### config.mk
export PLATFORM = sky130hd
export DESIGN_NAME = seq_engine
export DESIGN_NICKNAME = d
export VERILOG_FILES = /design/src/rtl/seq_engine_pkg.sv /design/src/rtl/seq_lfsr.sv /design/src/rtl/seq_engine.sv
export SDC_FILE = /design/constraint.sdc
export NUM_CORES = 1
export LEC_CHECK = 0
export ABC_AREA = 1
export CORE_ASPECT_RATIO = 2
export CORE_UTILIZATION = 45
export DETAILED_ROUTE_END_ITERATION = 12
export PLACE_DENSITY = 0.77
export SYNTH_ARGS = -nofsm -noshare
export SYNTH_HDL_FRONTEND = slang
export SYNTH_SLANG_ARGS = --single-unit
### constraint.sdc
create_clock -name clk -period 1.8 [get_ports clk]
set_clock_uncertainty 0.2 [all_clocks]
set_input_delay 0.27 -clock clk [delete_from_list [all_inputs] [get_ports clk]]
set_output_delay 0.27 -clock clk [all_outputs]
set_load 0.01 [all_outputs]
### src/rtl/seq_engine_pkg.sv
// ============================================================================
// Module   : seq_engine_pkg
// Brief    : Shared state encoding, sizing constants, LFSR taps and the
//            level-to-length helper for the sequence memory game engine.
// Revision : 1.0
// ============================================================================
`default_nettype none

package seq_engine_pkg;

    typedef enum logic [2:0] {
        S_IDLE  = 3'd0,
        S_GEN   = 3'd1,
        S_SHOW  = 3'd2,
        S_GAP   = 3'd3,
        S_INPUT = 3'd4
    } state_t;

    localparam int MAX_LEN    = 8;
    localparam int MAX_LEVEL  = 5;
    localparam int LEN_OFFSET = 3;

    localparam int LFSR_W    = 16;
    localparam int LFSR_TAP0 = 15;
    localparam int LFSR_TAP1 = 13;
    localparam int LFSR_TAP2 = 12;
    localparam int LFSR_TAP3 = 10;

    // Level is clamped into 1..MAX_LEVEL before the offset is added.
    function automatic logic [3:0] calc_len(input logic [3:0] level);
        logic [3:0] clamped;
        if (level == 4'd0) begin
            clamped = 4'd1;
        end else if (level > 4'(MAX_LEVEL)) begin
            clamped = 4'(MAX_LEVEL);
        end else begin
            clamped = level;
        end
        return clamped + 4'(LEN_OFFSET);
    endfunction

endpackage

`default_nettype wire

### src/rtl/seq_lfsr.sv
// ============================================================================
// Module   : seq_lfsr
// Brief    : Free-running 16-bit Fibonacci LFSR, taps 16/14/13/11.
// Revision : 1.0
// ============================================================================
`default_nettype none

module seq_lfsr
    import seq_engine_pkg::*;
#(
    parameter logic [LFSR_W-1:0] SEED = 16'hACE1
) (
    input  logic              clk,
    input  logic              rst,
    output logic [LFSR_W-1:0] o_lfsr
);

    logic [LFSR_W-1:0] r_lfsr;
    logic              w_fb;

    assign w_fb = r_lfsr[LFSR_TAP0] ^ r_lfsr[LFSR_TAP1] ^
                  r_lfsr[LFSR_TAP2] ^ r_lfsr[LFSR_TAP3];

    always_ff @(posedge clk or negedge rst) begin
        if (!rst) begin
            r_lfsr <= SEED;
        end else begin
            r_lfsr <= {r_lfsr[LFSR_W-2:0], w_fb};
        end
    end

    assign o_lfsr = r_lfsr;

endmodule

`default_nettype wire

### src/rtl/seq_engine.sv
// ============================================================================
// Module   : seq_engine
// Brief    : Simon-style sequence engine: generate, show, then check entries.
//            Optional replay support is enabled by SEQ_ENGINE_REPLAY_EN.
// Revision : 1.0
// ============================================================================
`default_nettype none

module seq_engine
    import seq_engine_pkg::*;
#(
    parameter int                SHOW_TICKS = 8,
    parameter int                GAP_TICKS  = 2,
    parameter logic [LFSR_W-1:0] LFSR_SEED  = 16'hACE1
) (
    input  logic       clk,
    input  logic       rst,
    input  logic       start,
    input  logic       abort,
    input  logic [3:0] currentlevel,
    input  logic       tick,
    input  logic       psub_b,
    input  logic [3:0] player_val,
    input  logic       replay_b,
    output logic [3:0] disp_val,
    output logic       disp_on,
    output logic       accepting,
    output logic       correct,
    output logic       incorrect,
    output logic       busy
);

    localparam int CNT_MAX = (SHOW_TICKS > GAP_TICKS) ? SHOW_TICKS : GAP_TICKS;
    localparam int CNT_W   = $clog2(CNT_MAX + 1);
    localparam int IDX_W   = $clog2(MAX_LEN);

    state_t           r_state, w_state_nxt;
    logic [IDX_W-1:0] r_idx, w_idx_nxt;
    logic [3:0]       r_len, w_len_nxt;
    logic [CNT_W-1:0] r_cnt, w_cnt_nxt;
    logic [3:0]       r_mem [MAX_LEN];
    logic             w_mem_we;
    logic             r_correct, w_correct_nxt;
    logic             r_incorrect, w_incorrect_nxt;
    logic             w_last;
    logic             w_replay_req;
    logic [LFSR_W-1:0] w_lfsr;
    logic             w_lfsr_unused;

    seq_lfsr #(
        .SEED (LFSR_SEED)
    ) u_lfsr (
        .clk    (clk),
        .rst    (rst),
        .o_lfsr (w_lfsr)
    );

    assign w_lfsr_unused = ^w_lfsr[LFSR_W-1:4];
    assign w_last        = ({1'b0, r_idx} == (r_len - 4'd1));

`ifdef SEQ_ENGINE_REPLAY_EN
    logic r_replayed;

    assign w_replay_req = replay_b && !psub_b && !r_replayed;

    // One replay per round; the flag rearms whenever the engine is idle.
    always_ff @(posedge clk or negedge rst) begin
        if (!rst) begin
            r_replayed <= 1'b0;
        end else if (r_state == S_IDLE) begin
            r_replayed <= 1'b0;
        end else if (r_state == S_INPUT && w_replay_req && !abort) begin
            r_replayed <= 1'b1;
        end
    end
`else
    logic w_replay_unused;

    assign w_replay_unused = replay_b;
    assign w_replay_req    = 1'b0;
`endif

    always_ff @(posedge clk or negedge rst) begin
        if (!rst) begin
            r_state     <= S_IDLE;
            r_idx       <= '0;
            r_len       <= '0;
            r_cnt       <= '0;
            r_correct   <= 1'b0;
            r_incorrect <= 1'b0;
        end else begin
            r_state     <= w_state_nxt;
            r_idx       <= w_idx_nxt;
            r_len       <= w_len_nxt;
            r_cnt       <= w_cnt_nxt;
            r_correct   <= w_correct_nxt;
            r_incorrect <= w_incorrect_nxt;
        end
    end

    always_ff @(posedge clk or negedge rst) begin
        if (!rst) begin
            for (int i = 0; i < MAX_LEN; i++) begin
                r_mem[i] <= '0;
            end
        end else if (w_mem_we) begin
            r_mem[r_idx] <= w_lfsr[3:0];
        end
    end

    always_comb begin
        w_state_nxt     = r_state;
        w_idx_nxt       = r_idx;
        w_len_nxt       = r_len;
        w_cnt_nxt       = r_cnt;
        w_mem_we        = 1'b0;
        w_correct_nxt   = 1'b0;
        w_incorrect_nxt = 1'b0;

        if (abort) begin
            w_state_nxt = S_IDLE;
            w_idx_nxt   = '0;
            w_cnt_nxt   = '0;
        end else begin
            case (r_state)
                S_IDLE: begin
                    if (start) begin
                        w_len_nxt   = calc_len(currentlevel);
                        w_idx_nxt   = '0;
                        w_cnt_nxt   = '0;
                        w_state_nxt = S_GEN;
                    end
                end
                S_GEN: begin
                    w_mem_we = 1'b1;
                    if (w_last) begin
                        w_idx_nxt   = '0;
                        w_cnt_nxt   = '0;
                        w_state_nxt = S_SHOW;
                    end else begin
                        w_idx_nxt = r_idx + IDX_W'(1);
                    end
                end
                S_SHOW: begin
                    if (tick) begin
                        if (r_cnt == CNT_W'(SHOW_TICKS - 1)) begin
                            w_cnt_nxt   = '0;
                            w_state_nxt = S_GAP;
                        end else begin
                            w_cnt_nxt = r_cnt + CNT_W'(1);
                        end
                    end
                end
                S_GAP: begin
                    if (tick) begin
                        if (r_cnt == CNT_W'(GAP_TICKS - 1)) begin
                            w_cnt_nxt = '0;
                            if (w_last) begin
                                w_idx_nxt   = '0;
                                w_state_nxt = S_INPUT;
                            end else begin
                                w_idx_nxt   = r_idx + IDX_W'(1);
                                w_state_nxt = S_SHOW;
                            end
                        end else begin
                            w_cnt_nxt = r_cnt + CNT_W'(1);
                        end
                    end
                end
                S_INPUT: begin
                    if (psub_b) begin
                        if (player_val != r_mem[r_idx]) begin
                            w_incorrect_nxt = 1'b1;
                            w_state_nxt     = S_IDLE;
                        end else if (w_last) begin
                            w_correct_nxt = 1'b1;
                            w_state_nxt   = S_IDLE;
                        end else begin
                            w_idx_nxt = r_idx + IDX_W'(1);
                        end
                    end else if (w_replay_req) begin
                        w_idx_nxt   = '0;
                        w_cnt_nxt   = '0;
                        w_state_nxt = S_SHOW;
                    end
                end
                default: begin
                    w_state_nxt = S_IDLE;
                end
            endcase
        end
    end

    assign disp_on   = (r_state == S_SHOW);
    assign disp_val  = disp_on ? r_mem[r_idx] : 4'd0;
    assign accepting = (r_state == S_INPUT);
    assign busy      = (r_state != S_IDLE);
    assign correct   = r_correct;
    assign incorrect = r_incorrect;

endmodule

`default_nettype wire

==> parameters.txt <==
Parameter                              Value

Timing
  Final slew viol count    0
  Ratio of final minimum period to clock period    128%
  Relative slew slack    69.8%
  Final setup vio count    35
  Slew at the pin closest to its max-slew limit    0.452 ns
  Number of hold violations in the final report    0
  Final period demand of the worst path    2.31 ns
  Timing-limited maximum frequency    0.433 GHz
  Unrepaired setup endpoints after global routing    yes
  Smallest setup slack after layout    -0.509 ns

Critical path
  Worst setup path class    register to register
  Arrival @ worst endpoint    2.32 ns
  Crit. End Element    register
  Type of origin of the critical path    register
  Most numerous cell on the critical path    sky130_fd_sc_hd__nand2_1
  Worst path cell trace    inv_4 > clkbuf_16 > o21ai_4 > nand2_2 > buf_6 > o21bai_1 > nand2_1 > nor2_4 > nand2_2 > nand2_4 > nand3_4 > nand2_1 > nand2_1
  Crit-path max FO    8
  Largest stage delay, worst path    0.43 ns
  Required time at the endpoint of the critical path    1.81 ns
  Library cell contributing the largest single delay on the critical path    sky130_fd_sc_hd__dfrtp_2

Logic synthesis
  Fraction of post-synthesis cell area in the top cell type by area    43.3%
  Synth cell types    33
  Count of yosys warnings during synthesis    0
  Seq/Total Area, Yosys    49.8%
  Dominant cell type by area after synthesis    sky130_fd_sc_hd__dfrtp_1
  Instance count of the mapped netlist    404
  Post-synthesis cell area    3230 sq um
  Flop and latch count out of synthesis    64
  Mapped Nets    424
  Post-Synthesis Mean Instance Area    8.01 sq um
  Cell types with the largest area share after synthesis    sky130_fd_sc_hd__dfrtp_1 (43%), sky130_fd_sc_hd__nand2_1 (13%), sky130_fd_sc_hd__dfstp_2 (6.5%)

Final layout
  Diodes inserted    0
  Finished Core Util    70.5%
  Fraction of final layout cells sized beyond drive strength 1    40.5%
  Number of standard cells in the layout, taps in and fillers out    603
  Filler instances    448
  # nets final    528
  Synthesis-to-layout area growth    51.3%

Power and ir drop
  Ratio of total power to cell area    1280 nW/um^2
  Clock network power share    27.5%
  Leakage dissipation    2.28 nW
  Switching power share of the total    37.2%
  Worst-case vdd ir drop    0.000764 V
  Switch Pwr    2.32 mW
  Internal Dissipation    3.92 mW
  Part of the total power dissipated in sequential elements    26.2%
  Overall power consumption    6.25 mW
  Logic gate share of total power    46.3%

Floorplanning
  Area enclosed by the die boundary    7550 sq um
  Die span in y    122 microns
  Io pins    24
  Die Width    61.9 microns
  Row Count    43
  Initial cell density of the core    46.6%
  Core area    6940 sq um

Clock network
  Clock-pin transition on the worst setup and hold timing paths    0.05 ns
  Clock latency of the later-clocked register in the worst-skew pair    0.34 ns
  Number of sinks handled by clock tree synthesis    64
  CTS Root Buffer Type    sky130_fd_sc_hd__clkbuf_16
  Maximum clock path buffer count    2
  H-tree Lvls    3
  Number of buffers inserted during clock tree synthesis    9
  Clock tree from TritonCTS    built

Placed design
  Placed Cells incl. Taps    564
  Final weighted congestion in routability-driven placement    0.935
  Post-placement worst setup slack    -0.352 ns
  Dpl hpwl    5590 microns
  Count of input and output buffers    22

Global route
  GR met3 Demand/Resource    6.58%
  Global-route wire length before repair    13,200 microns
  Antenna violations before repair    0
  GRT Overall Usage    24.7%
  Most Crowded Layer GR    met2
  M1 GR Usage    23.9%
  Grt total ovfl    0
  Met2 demand-to-capacity share in global routing    43.5%
  Maximum number of pins on one net before global-route repair    31
  Number of global-route vias before repair    2,980

Run
  Max capacitance violation total    0

Drt
  Number of DRC violations after detailed-routing iteration 0    310
  DRC violations left    0
  First-pass DRT Iterations    8
  Via total after detailed routing    3,314
  Routed WL    10,400 microns
  Via density    5.50
  Wire length per cell    17.3 microns
  Count of antenna-violating nets left after detailed routing    0

Worst hold path
  Path class of the lowest-slack min-delay path    register to register

Outcome
  Violations in the final reports    setup timing
  Run status    complete, but fails checks
## metal layers
| layer | share of wire [%] | routed length (microns) |
|---|---|---|
| met4 | 6.7 | 702 |
| met1 | 33 | 3420 |
| met5 | 0 | 0 |
| met2 | 54 | 5670 |
| met3 | 6.0 | 624 |
## cells by family after synthesis
family | count (synthesis) | synth area share [%]
AND/OR/NAND/NOR | 205 | 28.2
buffers and inverters | 65 | 8.63
flip-flops | 64 | 49.8
AO/OA/AOI/OAI | 57 | 9.25
XOR/XNOR | 7 | 1.90
adder cells (fa/ha/maj) | 5 | 1.93
multiplexers | 1 | 0.309
## worst max-delay path, delay by kind of cell (launching register included)
kind                   cells  cell delay, ns
buffers and inverters      3            0.36
and+or+nand+nor            8            0.83
DFF                        1            0.43
AOI/OAI and AO/OA          2            0.36
## cells in the final DEF, fill, tap and decap left out, drive strengths merged, types with 2 or more instances in the layout
| cell type | instances |
|---|---|
| nand2 | 124 |
| buf | 81 |
| inv | 60 |
| dfrtp | 56 |
| o21ai | 43 |
| nor2 | 38 |
| nand3 | 28 |
| clkdlybuf4s50 | 14 |
| clkbuf | 11 |
| a21oi | 8 |
| dfstp | 8 |
| nor3 | 7 |
| ha | 5 |
| xor2 | 4 |
| nand4 | 4 |
| clkinv | 4 |
| xnor2 | 3 |
| o21bai | 3 |
| nand3b | 2 |
| clkinvlp | 2 |
## area by class of cell
type                       count  area, sq um  share of cell area (%)
clock buffer                   9          225                    4.60
clock inverter                 7         72.6                    1.48
inverter                      60          233                    4.76
multi-input combinational    275         1750                    35.9
sequential                    64         1620                    33.0
tap                           90          113                    2.30
timing repair buffer          98          880                    18.0
## stage by stage
step	hold slack, ns	instance area [sq um]	TNS (ns)
2_1_floorplan	-0.226	3250	-0.278
3_3_place_gp	0.0115	3950	-8.79
3_5_place_dp	0.0180	3950	-9.41
4_1_cts	0.154	4440	-3.45
5_1_grt	0.162	4890	-10.79
6_report	0.152	4890	-6.76
## final timing paths
check / slack [ns] / cells after the start / endpoint / from
worst min-delay path: 0.15 / 0 / u_lfsr.o_lfsr[9] / u_lfsr.o_lfsr[8]
worst min register to register: 0.15 / 0 / u_lfsr.o_lfsr[9] / u_lfsr.o_lfsr[8]
min in group asynchronous: 0.19 / 2 / r_mem[7] / rst
max in group asynchronous: 0.66 / 3 / u_lfsr.o_lfsr[5] / rst
worst max register to register: -0.51 / 13 / r_idx[2] / r_idx[0]
worst max-delay path: -0.51 / 13 / r_idx[2] / r_idx[0]
## synthesized netlist by cell type, drive strengths merged
| cell type | n |
|---|---|
| nand2 | 124 |
| inv | 60 |
| dfrtp | 56 |
| o21ai | 43 |
| nor2 | 38 |
| nand3 | 28 |
| a21oi | 8 |
| dfstp | 8 |
| nor3 | 7 |
| ha | 5 |
| nand4 | 4 |
| xor2 | 4 |
| clkbuf | 3 |
| o21bai | 3 |
| xnor2 | 3 |
| buf | 2 |
| nand3b | 2 |
| a31oi | 1 |
| and3 | 1 |
| mux2i | 1 |
| nor4 | 1 |
| o22ai | 1 |
| o311ai | 1 |
## sequential cells by signal (all words and copies together), names as in the netlist
| register | cells |
|---|---|
| r_len | 4 |
| r_state | 3 |
| incorrect | 1 |
| r_cnt | 4 |
| correct | 1 |
| u_lfsr.o_lfsr | 16 |
| r_idx | 3 |
| r_mem | 32 |
## power by group through the flow
| stage | clock [mW] | combinational (mW) | sequential, mW |
|---|---|---|---|
| finish | 1.72 | 2.89 | 1.64 |
| global route | 1.81 | 3.09 | 1.65 |
| CTS | 1.73 | 2.14 | 1.62 |
| detailed placement | 0 | 1.83 | 1.64 |
| global placement | 0 | 1.79 | 1.63 |
| floorplan | 0 | 1.13 | 1.63 |
## timing repair
action / in CTS / in global routing
hold buffers: 1 / 0
endpoints found under the setup margin: 36 / 51
cloned: 1 / 1
pin swaps: 17 / 32
buffers inserted: 13 / 8
resized for setup: 65 / 108
hold endpoints to repair: 14 / 0
Power figures use the tool's default switching activity.
